`src/rtl/life_pkg.sv`:
```
`default_nettype none
// ============================================================================
//  Module      : life_pkg
//  Description : Shared types and constants for the Game-of-Life sequencer.
//  Revision    : 1.0 - initial release
// ============================================================================
package life_pkg;

    // Controller states
    typedef enum logic [2:0] {
        ST_IDLE  = 3'd0,
        ST_LOAD  = 3'd1,
        ST_RUN   = 3'd2,
        ST_STEP  = 3'd3,
        ST_CHECK = 3'd4,
        ST_HALT  = 3'd5
    } state_t;

    // Host command encodings
    localparam logic [1:0] CMD_LOAD = 2'd0;
    localparam logic [1:0] CMD_RUN  = 2'd1;
    localparam logic [1:0] CMD_STEP = 2'd2;
    localparam logic [1:0] CMD_STOP = 2'd3;

    // Number of cells shifted in during a LOAD
    function automatic int grid_cells(input int rows, input int cols);
        return rows * cols;
    endfunction

endpackage
`default_nettype wire

```
`src/rtl/life_seq_ctrl_tick.sv`:
```
`default_nettype none
// ============================================================================
//  Module      : life_tick
//  Description : RUN-mode prescaler. Counts 0..RUN_PERIOD-1 while enabled and
//                flags the terminal count; clear forces the count to 0.
//  Revision    : 1.0 - initial release
// ============================================================================
module life_tick #(
    parameter int RUN_PERIOD = 4
) (
    input  logic clk,
    input  logic _rst,
    input  logic i_clr,
    input  logic i_en,
    output logic o_tc
);

    localparam int               c_W    = $clog2(RUN_PERIOD);
    localparam logic [c_W-1:0]   c_LAST = c_W'(RUN_PERIOD - 1);

    logic [c_W-1:0] r_cnt;

    // Prescaler count, wrapping at the terminal value
    always_ff @(posedge clk or negedge _rst) begin
        if (!_rst) begin
            r_cnt <= '0;
        end else if (i_clr) begin
            r_cnt <= '0;
        end else if (i_en) begin
            r_cnt <= (r_cnt == c_LAST) ? '0 : r_cnt + c_W'(1);
        end
    end

    assign o_tc = i_en && (r_cnt == c_LAST);

endmodule
`default_nettype wire

```
`src/rtl/life_seq_ctrl.sv`:
```
`default_nettype none
// ============================================================================
//  Module      : life_seq_ctrl
//  Description : Sequencer for the Game-of-Life cell array: serial pattern
//                load, free-run / single-step generation enables, generation
//                counting and halting on limit, STOP or a stable grid.
//  Revision    : 1.0 - initial release
// ============================================================================
module life_seq_ctrl
    import life_pkg::*;
#(
    parameter int ROWS       = 8,
    parameter int COLS       = 8,
    parameter int CNT_W      = 16,
    parameter int RUN_PERIOD = 4
) (
    input  logic             clk,
    input  logic             _rst,
    input  logic             cmd_valid,
    input  logic [1:0]       cmd,
    output logic             cmd_ready,
    input  logic             load_valid,
    input  logic             load_bit,
    output logic             load_en,
    output logic             shift_bit,
    output logic             gen_en,
    input  logic             grid_changed,
    input  logic [CNT_W-1:0] gen_limit,
    output logic [CNT_W-1:0] gen_count,
    output logic             busy,
    output logic             stable,
    output logic             done
);

    localparam int                 c_GRID_CELLS = grid_cells(ROWS, COLS);
    localparam int                 c_BIT_W      = (c_GRID_CELLS > 1) ? $clog2(c_GRID_CELLS) : 1;
    localparam logic [c_BIT_W-1:0] c_LAST_BIT   = c_BIT_W'(c_GRID_CELLS - 1);
    localparam logic [CNT_W-1:0]   c_CNT_MAX    = '1;

    state_t             r_state;
    state_t             w_next;
    logic               r_live;        // high from the first clock after reset release
    logic               r_from_run;    // CHECK returns to RUN rather than IDLE
    logic [c_BIT_W-1:0] r_bit_cnt;
    logic               r_load_en;
    logic               r_shift_bit;
    logic [CNT_W-1:0]   r_gen_count;
    logic               r_stable;
    logic               r_done;

    logic w_cmd_ready;
    logic w_gen_en;
    logic w_tc;
    logic w_load_take;
    logic w_clr_counts;
    logic w_clr_flags;
    logic w_set_stable;
    logic w_set_done;

    // Prescaler runs only while in RUN and restarts from 0 on every entry
    life_tick #(
        .RUN_PERIOD (RUN_PERIOD)
    ) u_tick (
        .clk   (clk),
        ._rst  (_rst),
        .i_clr (r_state != ST_RUN),
        .i_en  (r_state == ST_RUN),
        .o_tc  (w_tc)
    );

    assign w_load_take = (r_state == ST_LOAD) && load_valid;

    // Next-state, command acceptance and generation-enable decode
    always_comb begin
        w_next       = r_state;
        w_cmd_ready  = 1'b0;
        w_gen_en     = 1'b0;
        w_clr_counts = 1'b0;
        w_clr_flags  = 1'b0;
        w_set_stable = 1'b0;
        w_set_done   = 1'b0;
        case (r_state)
            ST_IDLE, ST_HALT: begin
                w_cmd_ready = r_live;
                if (cmd_valid && r_live) begin
                    case (cmd)
                        CMD_LOAD: begin
                            w_next       = ST_LOAD;
                            w_clr_counts = 1'b1;
                            w_clr_flags  = 1'b1;
                        end
                        CMD_RUN: begin
                            // A run that already hit its limit has nothing to do
                            if ((r_state == ST_HALT) && r_done && (gen_limit != '0) &&
                                (r_gen_count >= gen_limit)) begin
                                w_next = ST_HALT;
                            end else begin
                                w_next      = ST_RUN;
                                w_clr_flags = 1'b1;
                            end
                        end
                        CMD_STEP: begin
                            w_next = ST_STEP;
                        end
                        CMD_STOP: begin
                            w_next      = ST_IDLE;
                            w_clr_flags = 1'b1;
                        end
                    endcase
                end
            end
            ST_LOAD: begin
                if (w_load_take && (r_bit_cnt == c_LAST_BIT)) begin
                    w_next = ST_IDLE;
                end
            end
            ST_RUN: begin
                w_cmd_ready = (cmd == CMD_STOP);
                // STOP wins over a coincident terminal count
                if (cmd_valid && (cmd == CMD_STOP)) begin
                    w_next = ST_IDLE;
                end else if (w_tc) begin
                    w_gen_en = 1'b1;
                    w_next   = ST_CHECK;
                end
            end
            ST_STEP: begin
                w_gen_en = 1'b1;
                w_next   = ST_CHECK;
            end
            ST_CHECK: begin
                if (!grid_changed) begin
                    w_set_stable = 1'b1;
                    w_next       = ST_HALT;
                end else if ((gen_limit != '0) && (r_gen_count == gen_limit)) begin
                    w_set_done = 1'b1;
                    w_next     = ST_HALT;
                end else if (r_from_run) begin
                    w_next = ST_RUN;
                end else begin
                    w_next = ST_IDLE;
                end
            end
            default: begin
                w_next = ST_IDLE;
            end
        endcase
    end

    // State register plus the origin of the pending CHECK
    always_ff @(posedge clk or negedge _rst) begin
        if (!_rst) begin
            r_state    <= ST_IDLE;
            r_live     <= 1'b0;
            r_from_run <= 1'b0;
        end else begin
            r_state <= w_next;
            r_live  <= 1'b1;
            if (r_state != ST_CHECK) begin
                r_from_run <= (r_state == ST_RUN);
            end
        end
    end

    // Serial load path: registered shift enable/data and the cell counter
    always_ff @(posedge clk or negedge _rst) begin
        if (!_rst) begin
            r_load_en   <= 1'b0;
            r_shift_bit <= 1'b0;
            r_bit_cnt   <= '0;
        end else begin
            r_load_en <= w_load_take;
            if (w_load_take) begin
                r_shift_bit <= load_bit;
            end
            if (w_clr_counts) begin
                r_bit_cnt <= '0;
            end else if (w_load_take) begin
                r_bit_cnt <= (r_bit_cnt == c_LAST_BIT) ? '0 : r_bit_cnt + c_BIT_W'(1);
            end
        end
    end

    // Saturating generation counter and sticky halt-reason flags
    always_ff @(posedge clk or negedge _rst) begin
        if (!_rst) begin
            r_gen_count <= '0;
            r_stable    <= 1'b0;
            r_done      <= 1'b0;
        end else begin
            if (w_clr_counts) begin
                r_gen_count <= '0;
            end else if (w_gen_en && (r_gen_count != c_CNT_MAX)) begin
                r_gen_count <= r_gen_count + CNT_W'(1);
            end
            if (w_clr_flags) begin
                r_stable <= 1'b0;
            end else if (w_set_stable) begin
                r_stable <= 1'b1;
            end
            if (w_clr_flags) begin
                r_done <= 1'b0;
            end else if (w_set_done) begin
                r_done <= 1'b1;
            end
        end
    end

    assign cmd_ready = w_cmd_ready;
    assign load_en   = r_load_en;
    assign shift_bit = r_shift_bit;
    assign gen_en    = w_gen_en;
    assign gen_count = r_gen_count;
    assign busy      = (r_state == ST_LOAD) || (r_state == ST_RUN) ||
                       (r_state == ST_STEP) || (r_state == ST_CHECK);
    assign stable    = r_stable;
    assign done      = r_done;

endmodule
`default_nettype wire
```
`config.mk`:
```
export PLATFORM = sky130hd
export DESIGN_NAME = life_seq_ctrl
export DESIGN_NICKNAME = d
export VERILOG_FILES = /design/src/rtl/life_pkg.sv /design/src/rtl/life_seq_ctrl_tick.sv /design/src/rtl/life_seq_ctrl.sv
export SDC_FILE = /design/constraint.sdc
export NUM_CORES = 1
export LEC_CHECK = 0
export CORE_ASPECT_RATIO = 1.1
export CORE_MARGIN = 8
export CORE_UTILIZATION = 50
export DETAILED_ROUTE_END_ITERATION = 16
export DONT_BUFFER_PORTS = 1
export GPL_TIMING_DRIVEN = 1
export PLACE_DENSITY = 0.64
export SYNTH_ARGS = -nofsm -noshare
export SYNTH_HDL_FRONTEND = slang
export SYNTH_SLANG_ARGS = --single-unit
```
`constraint.sdc`:
```
create_clock -name clk -period 2.57 [get_ports clk]
set_input_delay 0.257 -clock clk [delete_from_list [all_inputs] [get_ports clk]]
set_output_delay 0.257 -clock clk [all_outputs]
set_load 0.02 [all_outputs]
```
# Yosys cells after proc, flatten, opt, wreduce, memory -nomap -nowiden
# Cells that the tools add are included.
[word_totals]
register_bits = 33
latch_bits = 0
ram_bits = 0
romBits = 0
in_bits = 24
out_inout_bits = 23
mem_count = 0
[op_classes]
add_sub_neg = 3
n_mul = 0
div_mod_pow = 0
magnitude_cmp = 1
eq_ne = 17
n_shift = 0
n_mux = 38
bitwise = 0
n_reduce_logical = 24
[ops]
columns = ["cell", "n"]
rows = [
  ["16-bit two-way mux", 2],
  ["3-bit two-way mux", 7],
  ["6-bit two-way mux", 3],
  ["1-bit two-way mux", 17],
  ["16-bit by 1-bit adder with 16-bit output (second input constant)", 1],
  ["16-bit equality test", 1],
  ["16-bit greater-or-equal comparator", 1],
  ["16-bit inequality test (second input constant)", 1],
  ["16-bit nonzero test", 1],
  ["3-bit one-hot mux with 5 select lines", 1],
  ["3-bit one-hot mux with 4 select lines", 1],
  ["1-bit logical AND", 10],
  ["2-bit nonzero test", 5],
  ["2-bit two-way mux", 4],
  ["6-bit by 1-bit adder with 6-bit output (second input constant)", 1],
  ["2-bit equality test (second input constant)", 3],
  ["3-bit by 2-bit equality test with 1-bit output (second input constant)", 2],
  ["3-bit equality test (second input constant)", 2],
  ["6-bit equality test (second input constant)", 1],
  ["3-bit inequality test (second input constant)", 2],
  ["1-bit one-hot mux with 2 select lines", 3],
  ["2-bit OR reduction", 2],
  ["3-bit by 1-bit equality test with 1-bit output (second input constant)", 1],
  ["3-bit logical NOT", 1],
  ["other kinds (8)", 10],
]

# Logic depth before layout (Yosys ltp)
# Gate-level depths: netlist (run 1).
[logic_depth]
depth_word = 9
depth_mapped = 7
ltp_nobuf = 7

# Modules after synthesis
# From an unflattened synthesis (run 1), not the netlist that was laid out.
[unflattened]
cells_unflattened = 271
hier_area_um2 = 2379.8
[modules_own_cells]
columns = ["module", "n_inst", "cells_per_inst", "area_each_um2", "seq_area_each_um2"]
rows = [
  ["life_seq_ctrl", 1, 262, 2273.4, 775.7],
  ["life_tick", 1, 9, 106.4, 50.0],
]

# Worst setup path after synthesis (run 1)
# No wires, ideal clock.
[synth_timing]
kind = "register to register"
start = "register r_gen_count[14] (netlist: gen_count[14])"
end = "register r_state[1]"
setup_time_ns = 0.146
t_arrival_ns = 2.028
required_time_ns = 2.424
slack_ns = 0.396
stages_incl_launch_ff = 7
period_less_slack_ns = 2.174
cell_sequence = "dfrtp_1 -> ha_1 -> nand4_2 -> or4_4 -> o31a_2 -> nand3_1 -> o311ai_0"
[synth_via]
elab_chain_cells = 6
elab_cells_between_ends = 10
classes_between = "order compare: 1; eq/ne: 1; mux: 6; reduce/logical: 2"
[synth_lines]
columns = ["item", "line", "rtl"]
rows = [
  ["start: declaration", "life_seq_ctrl.sv:47", "logic [CNT_W-1:0] r_gen_count;"],
  ["start signal: assignment", "life_seq_ctrl.sv:194", "r_gen_count <= r_gen_count + CNT_W'(1);"],
  ["16-bit greater-or-equal comparator", "life_seq_ctrl.sv:95", "(r_gen_count >= gen_limit)) begin"],
  ["1-bit logical AND", "life_seq_ctrl.sv:94", "if ((r_state == ST_HALT) && r_done && (gen_limit != '0) &&"],
  ["3-bit two-way mux", "life_seq_ctrl.sv:94", ""],
  ["3-bit one-hot mux with 4 select lines", "life_seq_ctrl.sv:86", "case (cmd)"],
  ["3-bit two-way mux", "life_seq_ctrl.sv:85", "if (cmd_valid && r_live) begin"],
  ["3-bit one-hot mux with 5 select lines *", "life_seq_ctrl.sv:82", "case (r_state)"],
  ["end signal: assignment", "life_seq_ctrl.sv:157", "r_state <= w_next;"],
  ["end: declaration", "life_seq_ctrl.sv:40", "state_t r_state;"],
]
# Mark *: on every way between the ends. The rest lies on a longest branch, timed or not. The select of a mux whose other input is x is not followed.
# A chain may end at the register's enable or synchronous reset.

# Final worst setup path (run 1)
[layout_timing]
start = "register r_gen_count[11] (netlist: gen_count[11])"
end = "register r_state[1]"
# The elaborated chain is that of the path after synthesis.

==> results.ini, run 1 <==
[timing]
setup_violations=0
period_needed_ns=2.13
clock.fmax_mhz=469
hold_viol=0
skew_ns=0.00426
tightest_slew_ns=0.624
final.period_utilization_pct=82.9
hold-worst-slack_ns=0.0968
tns_ns=0
maxSlewHeadroom_pct=58.4
rsz0062_at_grt=false
slew_violations=0

[critical_path]
worst-setup-path-type=register to register
critPathMaxFanout=4
worst-path-stages=6
cpPeakStageDelay_ns=0.57
regToRegSetupSlack_ns=0.44
start_kind=register
crit_family=simple AND/OR/NAND/NOR gates
worstPathCellList=ha_1, nand4_1, or4_4, o31ai_2, o21a_1, o311ai_0
critical_path_arrival_ns=2.28
critPathBufInv=0
critPathCaptureType=register
cp_slowest_cell=or4_4
r2r_cells=6
required_ns=2.72

[route]
route.detailed.drc=0
drtIter0Drc=113
ant_nets=0
viasPerCell=6.00
wire_per_inst_um=18.2
via_count=2070
first_pass_iters=4
wirelength_um=6280

[layout]
drive_above_1_share_pct=13.8
fill_cells=435
nNetsFinal=337
n_antenna_cell=0
area_growth_pct=11.9

[power]
p_per_area_nw_per_um2=655
power_leakage_nw=1.30
ir_worst_vdd_mv=0.323

[cts]
clkTransAtPathRegs_ns=0.07
ctsHtreeMaxLevel=2
insertion_delay_ns=0.28
cts.sinks=33
root_buffer=clkbuf_8
cts_buffers=5
tritoncts=built
clk_path_buf_depth=2

[die]
rows=26
start_util_pct=51.9
core_um2=4620
ios=47
die_w_um=82.0
die_y_um=88.6
die_area_um2=7270

[yosys]
synth_top_cell_area_share_pct=34.5
ys.flop_type=dfrtp_1
netlist_instances=268
mappedNetlistArea_um2=2400
syn_area_per_cell_um2=8.94
ys_seq_area_share_pct=34.5
synth_area_leaders=dfrtp_1 34%, ha_1 13%, nand2_1 4.1%
synth_commonest_cells=33 x dfrtp_1, 26 x nand2_1, 25 x inv_1
synth.most_common_cell=dfrtp_1
ys_warn_count=0
syn-num-nets=316
ys_types=57
synth-edff-count=0
synth-async-reset-ratio_pct=100
yosys.area.top_type=dfrtp_1
synth_seq_cells=33

[worst_hold_path]
min_path_type=input port to register
hold_depth=2

[grt]
grt_pass1_vias=2136
grt_pass1_wl_um=10500
antenna_found_initial=0
grt-ovfl-total=0
grt_start_max_net_pins=34
grt_usage_pct=18.6

[placement]
routabilityCongestion=0.861
hpwl_um=4890
port_buffers=0

[outcome]
outcome=finished clean

[run]
cap_violations=0

==> metrics by stage <==
step / cell area (um2) / util, % / setup WS, ns / cells / power (mW)
after floorplan: 2400 / - / 0.396 / 268 / 1.21
after global placement: 2560 / 55.5 / 0.462 / 336 / 1.34
after detailed placement: 2560 / 55.5 / 0.455 / 336 / 1.35
after CTS: 2680 / 58.0 / 0.452 / 345 / 1.77
after global routing: 2680 / 58.0 / 0.336 / 345 / 1.88
final: 2680 / 58.0 / 0.438 / 345 / 1.76
==> worst register-to-register path, stage by stage, from the launching register on <==
cell and delay, ns:
dfrtp_1 0.39, ha_1 0.31, nand4_1 0.15, or4_4 0.57, o31ai_2 0.29, o21a_1 0.17
o311ai_0 0.12
==> what timing repair did <==
item                      4_1_cts  5_1_grt
hold endpoints to repair       33        0
gates resized for setup         0        0
setup buffers                   0        0
hold buffers                    2        0
==> sequential cells by signal, summed over array words and instances, names as in the netlist <==
register,flops
load_en,1
r_from_run,1
done,1
r_live,1
shift_bit,1
r_bit_cnt,6
stable,1
r_state,3
u_tick.r_cnt,2
gen_count,16
==> layout make-up <==
type | count | area [um2] | area share [%]
well taps | 56 | 70.1 | 2.61
inverters | 25 | 93.8 | 3.50
clock buffers | 7 | 86.3 | 3.22
flip-flops and latches | 33 | 826 | 30.8
repair buffers | 21 | 173 | 6.44
multi-input cells | 203 | 1430 | 53.4
==> layout by cell type (no fill, tap or decap), types with 5 or more instances in the layout <==
cell,n
xnor2_1,8
o21ai_0,5
nand3_1,11
buf_4,19
a21oi_1,19
nor4_1,7
nand2_1,26
dfrtp_1,33
clkbuf_8,6
inv_1,25
and3_1,5
nor2_1,23
ha_1,24
==> kinds of logic (layout without fill, tap and decap cells) <==
kind of cell / Yosys count / count (layout) / synth area share [%]
buffers and inverters: 32 / 53 / 5.74
XOR/XNOR: 11 / 11 / 4.02
flip-flops: 33 / 33 / 34.5
other: 1 / 1 / 0.157
AND/OR/NAND/NOR: 106 / 106 / 24.1
AO/OA/AOI/OAI: 59 / 59 / 18.0
multiplexers: 2 / 2 / 0.940
adder cells (fa/ha/maj): 24 / 24 / 12.5
==> where the power goes <==
part / total (mW) / leakage, nW / internal (mW) / switching (mW)
combinational: 0.585 / 0.808 / 0.238 / 0.346
sequential: 0.771 / 0.447 / 0.619 / 0.152
clock: 0.401 / 0.0443 / 0.213 / 0.188
==> metal layers <==
layer  part of all wire, %  wire, um  global-route usage [%]  vias to the layer above
li1                      -         -                       -                     1014
met1                    44      2750                    22.9                      999
met2                    49      3090                    31.1                       47
met3                   5.6       349                    4.57                       10
met4                   1.5        95                    5.27                        0
met5                     0         0                       0                        -
==> worst paths after layout <==
path | start | to
worst max-delay path | gen_count[11]$_DFFE_PN0P_ | r_state[1]$_DFFE_PN0P_
worst min-delay path | load_bit | shift_bit$_DFFE_PN0P_
worst max register to register | gen_count[11]$_DFFE_PN0P_ | r_state[1]$_DFFE_PN0P_
worst min register to register | u_tick.r_cnt[0]$_DFF_PN0_ | u_tick.r_cnt[0]$_DFF_PN0_
max in group asynchronous | _rst | load_en$_DFF_PN0_
min in group asynchronous | _rst | done$_DFFE_PN0P_
No activity file was read; power rests on OpenSTA's default activity.
==> run 2, diff against run 1 <==
- PLACE_DENSITY: 0.64 -> 0.67
- clock period: 2.57 -> 1.96 ns (I/O delays scaled with it)
==> results.ini, run 2 (synthesized netlist as in run 1, its figures left out) <==
[outcome]
outcome=finished, violations left
violations=setup timing

[timing]
period_needed_ns=2.04  ; -0.0965 ns
layout_setup_ws_ns=-0.0752  ; -0.514 ns
clock.fmax_mhz=491  ; +4.7%
slew_violations=0  ; unchanged
hold_viol=0  ; unchanged
rsz0062_at_grt=true
final.period_utilization_pct=104  ; +21 points
hold-worst-slack_ns=0.0279  ; -0.0689 ns
setup_violations=5  ; +5
skew_ns=0.00738  ; +0.00312 ns

[cts]
cts_buffers=5  ; unchanged
clkTransAtPathRegs_ns=0.07  ; about the same
ctsHtreeMaxLevel=2  ; unchanged
clk_path_buf_depth=2  ; unchanged
cts.sinks=33  ; unchanged
tritoncts=built
insertion_delay_ns=0.28  ; about the same
root_buffer=clkbuf_8

[die]
die_area_um2=7270  ; unchanged
core_um2=4620  ; unchanged
rows=26  ; unchanged
start_util_pct=51.9  ; unchanged
die_y_um=88.6  ; unchanged
ios=47  ; unchanged
die_w_um=82.0  ; unchanged

[critical_path]
cp_slowest_cell=or4_4
start_kind=register
required_ns=2.15  ; -0.57 ns
critPathCaptureType=register
worstPathCellList=ha_4, nand4_1, or4_4, o31a_4, a2bb2oi_1, o31ai_1
cpPeakStageDelay_ns=0.58  ; about the same
crit_family=simple AND/OR/NAND/NOR gates
worst-setup-path-type=register to register
critical_path_arrival_ns=2.23  ; -0.05 ns
critPathMaxFanout=4  ; unchanged
critPathBufInv=0  ; unchanged

[route]
drtIter0Drc=109  ; -3.5%
via_count=2180  ; +5.3%
wirelength_um=6460  ; +2.8%
route.detailed.drc=0  ; unchanged
viasPerCell=5.92  ; -1.3%
wire_per_inst_um=17.5  ; -3.6%
ant_nets=0  ; unchanged
first_pass_iters=4  ; unchanged

[layout]
nNetsFinal=359  ; +6.5%
seqCellArea_um2=840  ; +1.7%
n_antenna_cell=0  ; unchanged
fill_cells=382  ; -12%
largest_reg_flops=16  ; unchanged
mostFrequentLayoutCells=41 x buf_4, 26 x nand2_1, 25 x inv_1
multiInputGateArea_um2=1580  ; +10%
drive_above_1_share_pct=28.8  ; +15 points
area_growth_pct=26.8
layout_commonest_cell=buf_4
final_design_area_no_fill_um2=3040  ; +13%

[run]
cap_violations=0  ; unchanged

[placement]
place_area_um2=2820  ; +9.8%
port_buffers=0  ; unchanged
hpwl_um=5050  ; +3.3%
routabilityCongestion=0.880  ; +2.2%

[grt]
antenna_found_initial=0  ; unchanged
grt_start_max_net_pins=34  ; unchanged
grt_pass1_vias=2154  ; +0.84%
grt_pass1_wl_um=10500  ; -0.13%
grt_usage_pct=18.4  ; -0.14 points
grt-ovfl-total=0  ; unchanged

[power]
p_per_area_nw_per_um2=847  ; +29%
power_leakage_nw=1.41  ; +8.1%
ir_worst_vdd_mv=0.663  ; +110%

[worst_hold_path]
min_path_type=input port to register

run 2: cell types whose count changed in the layout (fill, tap and decap cells not counted), sizes merged:
cell	delta
buf	+22
bufinv	+1
run 2: power breakdown:
part,internal [mW],switching (mW)
logic,0.398,0.509
clock network,0.415,0.260
registers,0.815,0.177
run 2: final timing paths:
check,startpoint,to,slack (ns),cells after the start
worst max-delay path,gen_count[11]$_DFFE_PN0P_,r_state[0]$_DFFE_PN0P_,-0.08,6
worst min-delay path,load_bit,shift_bit$_DFFE_PN0P_,0.03,2
worst max register to register,gen_count[11]$_DFFE_PN0P_,r_state[0]$_DFFE_PN0P_,-0.08,6
worst min register to register,u_tick.r_cnt[0]$_DFF_PN0_,u_tick.r_cnt[0]$_DFF_PN0_,0.47,1
max in group asynchronous,_rst,gen_count[0]$_DFFE_PN0P_,1.40,2
min in group asynchronous,_rst,gen_count[6]$_DFFE_PN0P_,0.36,2
run 2: cell type report:
| class | count | area share [%] |
|---|---|---|
| well taps | 56 | 2.31 |
| multi-input cells | 203 | 52.0 |
| repair buffers | 43 | 11.1 |
| clock buffers | 7 | 2.84 |
| inverters | 25 | 3.09 |
| flip-flops and latches | 33 | 27.6 |
| clock inverters | 1 | 0.988 |
run 2: what timing repair did:
action	CTS	global route
buffers inserted	0	3
gates cloned	0	0
endpoints found under the setup margin	6	17
gates resized for setup	3	11
pin swaps	1	4
hold buffers	2	0
endpoints found under the hold margin	33	0
run 2: layer usage:
layer	routed length [um]	vias up	GRT usage [%]
met5	0	-	0
met4	91	0	4.47
met3	489	12	5.28
met2	3030	74	29.3
met1	2840	1035	23.9
li1	-	1059	-
run 2: worst reg2reg max path, stage by stage, from the launching register on:
cell       delay [ns]
dfrtp_2          0.43
ha_4             0.27
nand4_1          0.12
or4_4            0.58
o31a_4           0.31
a2bb2oi_1        0.15
o31ai_1          0.08
run 2: metrics by stage:
stage               power (mW)  util [%]  std cells  TNS [ns]  setup WS [ns]
floorplan                 1.61         -        268    -0.291        -0.0628
global placement          1.85      60.9        355    -0.107        -0.0371
detailed placement        1.87      60.9        355    -0.322        -0.0846
CTS                       2.57      64.5        365    -0.353        -0.0832
global route              2.74      65.8        368    -0.803         -0.180
finish                    2.57      65.8        368    -0.295        -0.0752
==> run 3, diff against run 2 <==
- BUFFER_PORTS_ARGS: not set -> -buffer_cell sky130_fd_sc_hd__buf_4
- CORE_MARGIN: 8 -> not set
- DONT_BUFFER_PORTS: 1 -> not set
- PLACE_DENSITY: 0.67 -> 0.75
==> results.ini, run 3 (synthesized netlist as in run 1, its figures left out) <==
[layout]
area_growth_pct=40.6
layout_commonest_cell=buf_4
mostFrequentLayoutCells=79 x buf_4, 26 x nand2_1, 24 x inv_1
nNetsFinal=398  ; +11%
final_cells=407  ; +11%
drive_above_1_share_pct=37.9  ; +9.0 points
n_antenna_cell=0  ; unchanged
largest_reg_flops=16  ; unchanged
fill_cells=349  ; -8.6%

[critical_path]
critical_path_arrival_ns=2.30  ; +0.07 ns
critPathMaxFanout=4  ; unchanged
required_ns=2.19  ; +0.04 ns
worst_r2r_endpoint=r_state[2]$_DFFE_PN0P_
r2r_cells=6  ; unchanged
start_kind=register
critPathCaptureType=register
worst-setup-path-type=register to register
regToRegSetupSlack_ns=-0.11  ; -0.04 ns
rr_startpoint=gen_count[11]$_DFFE_PN0P_

[route]
drtIter0Drc=84  ; -23%
route.detailed.drc=0  ; unchanged
viasPerCell=5.74  ; -3.1%
ant_nets=0  ; unchanged
first_pass_iters=4  ; unchanged
wirelength_um=6250  ; -3.2%
via_count=2336  ; +7.2%
wire_per_inst_um=15.4  ; -12%

[timing]
period_needed_ns=2.07  ; +0.0355 ns
tightest_slew_ns=0.598
rsz0062_at_grt=true
maxSlewHeadroom_pct=59.1
slew_violations=0  ; unchanged
clock.fmax_mhz=483  ; -1.7%
skew_ns=0.0107  ; +0.00327 ns
setup_violations=5  ; unchanged
layout_setup_ws_ns=-0.111  ; -0.0355 ns
hold_viol=0  ; unchanged
final.period_utilization_pct=106  ; +1.8 points

[power]
power_leakage_nw=1.62  ; +15%
ir_worst_vdd_mv=0.658  ; -0.78%
p_per_area_nw_per_um2=827  ; -2.3%
total_power_mw=2.79  ; +8.3%

[outcome]
outcome=finished, violations left
violations=setup timing

[cts]
tritoncts=built
clk_path_buf_depth=2  ; unchanged
clkTransAtPathRegs_ns=0.07  ; about the same
insertion_delay_ns=0.29  ; about the same
ctsHtreeMaxLevel=2  ; unchanged
root_buffer=clkbuf_8
cts.sinks=33  ; unchanged
cts_buffers=5  ; unchanged

[die]
die_area_um2=5070  ; -30%
die_y_um=74.6  ; -16%
die_w_um=68.0  ; -17%
core_um2=4620  ; unchanged
start_util_pct=51.9  ; unchanged
rows=26  ; unchanged
ios=47  ; unchanged

[grt]
grt-ovfl-total=0  ; unchanged
grt_pass1_vias=2190  ; +1.7%
antenna_found_initial=0  ; unchanged
grt_usage_pct=25.7  ; +7.3 points
grt_start_max_net_pins=34  ; unchanged
grt_pass1_wl_um=9620  ; -8.3%

[run]
cap_violations=0  ; unchanged

[worst_hold_path]
min_path_type=input port to register
min_from=load_bit
worstHoldEndpoint=shift_bit$_DFFE_PN0P_
hold_depth=3  ; +1

[placement]
port_buffers=46  ; +46
dpl.cell_count=397  ; +12%
routabilityCongestion=0.867  ; -1.4%
hpwl_um=4770  ; -5.6%

-- run 3: cell types whose count changed in the layout (fill, tap and decap cells not counted), moves of 2 or more --
cell,delta
a2111oi_0,+2
a2111oi_2,-3
buf_4,+38
buf_6,+2
-- run 3: critical path, stage by stage (launching register included) --
cell     delay, ns
dfrtp_2       0.42
ha_4          0.26
nand4_1       0.13
or4_4         0.59
o31a_4        0.32
a22oi_2       0.15
a211o_1       0.14
-- run 3: how the worst max path moves through the flow --
stage                                    from                     end  slack, ns  cells past startpoint
global placement    gen_count[11]$_DFFE_PN0P_      stable$_DFFE_PN0P_      -0.06                      6
global route        gen_count[11]$_DFFE_PN0P_  r_state[1]$_DFFE_PN0P_      -0.17                      6
finish              gen_count[11]$_DFFE_PN0P_  r_state[2]$_DFFE_PN0P_      -0.11                      6
floorplan           gen_count[11]$_DFFE_PN0P_  r_state[2]$_DFFE_PN0P_      -0.06                      6
CTS                 gen_count[11]$_DFFE_PN0P_  r_state[2]$_DFFE_PN0P_      -0.09                      6
detailed placement  gen_count[11]$_DFFE_PN0P_        done$_DFFE_PN0P_       -0.1                      6
-- run 3: final cells by class --
cell class / count / area, um2 / area share, %
multi-input cells: 203 / 1620 / 48.2
flip-flops and latches: 33 / 840 / 24.9
repair buffers: 82 / 626 / 18.6
inverters: 25 / 93.8 / 2.79
clock buffers: 7 / 86.3 / 2.56
well taps: 56 / 70.1 / 2.08
clock inverters: 1 / 30.0 / 0.892
-- run 3: repair_timing --
item,CTS,global route
buffers inserted,0,1
endpoints found under the hold margin,33,0
cloned,0,0
hold buffers,1,0
pin swaps,1,5
endpoints found under the setup margin,7,13
resized for setup,4,16
-- run 3: metal layers --
metal	vias to the layer above	GRT usage, %	part of all wire, %
met4	0	8.33	1.4
met2	72	44.9	51
met3	11	4.75	5.6
met1	1114	31.6	42
li1	1139	-	-
met5	-	0	0
-- run 3: stage by stage --
| stage | TNS, ns | instance area [um2] | util, % | setup slack [ns] | hold WS [ns] |
|---|---|---|---|---|---|
| finish | -0.434 | 3370 | 72.9 | -0.111 | 0.0989 |
| global route | -0.761 | 3370 | 72.9 | -0.167 | 0.0970 |
| CTS | -0.359 | 3280 | 70.9 | -0.0881 | 0.0938 |
| detailed placement | -0.398 | 3130 | 67.8 | -0.0970 | 0.159 |
| global placement | -0.190 | 3130 | 67.8 | -0.0625 | 0.157 |
| floorplan | -0.291 | 2500 | - | -0.0628 | -0.0996 |
-- run 3: report_power, final --
group          switching (mW)  internal, mW  leakage, nW  total (mW)
clock                   0.245         0.414       0.0585       0.659
sequential              0.146         0.815        0.430       0.961
combinational           0.609         0.558         1.13        1.17
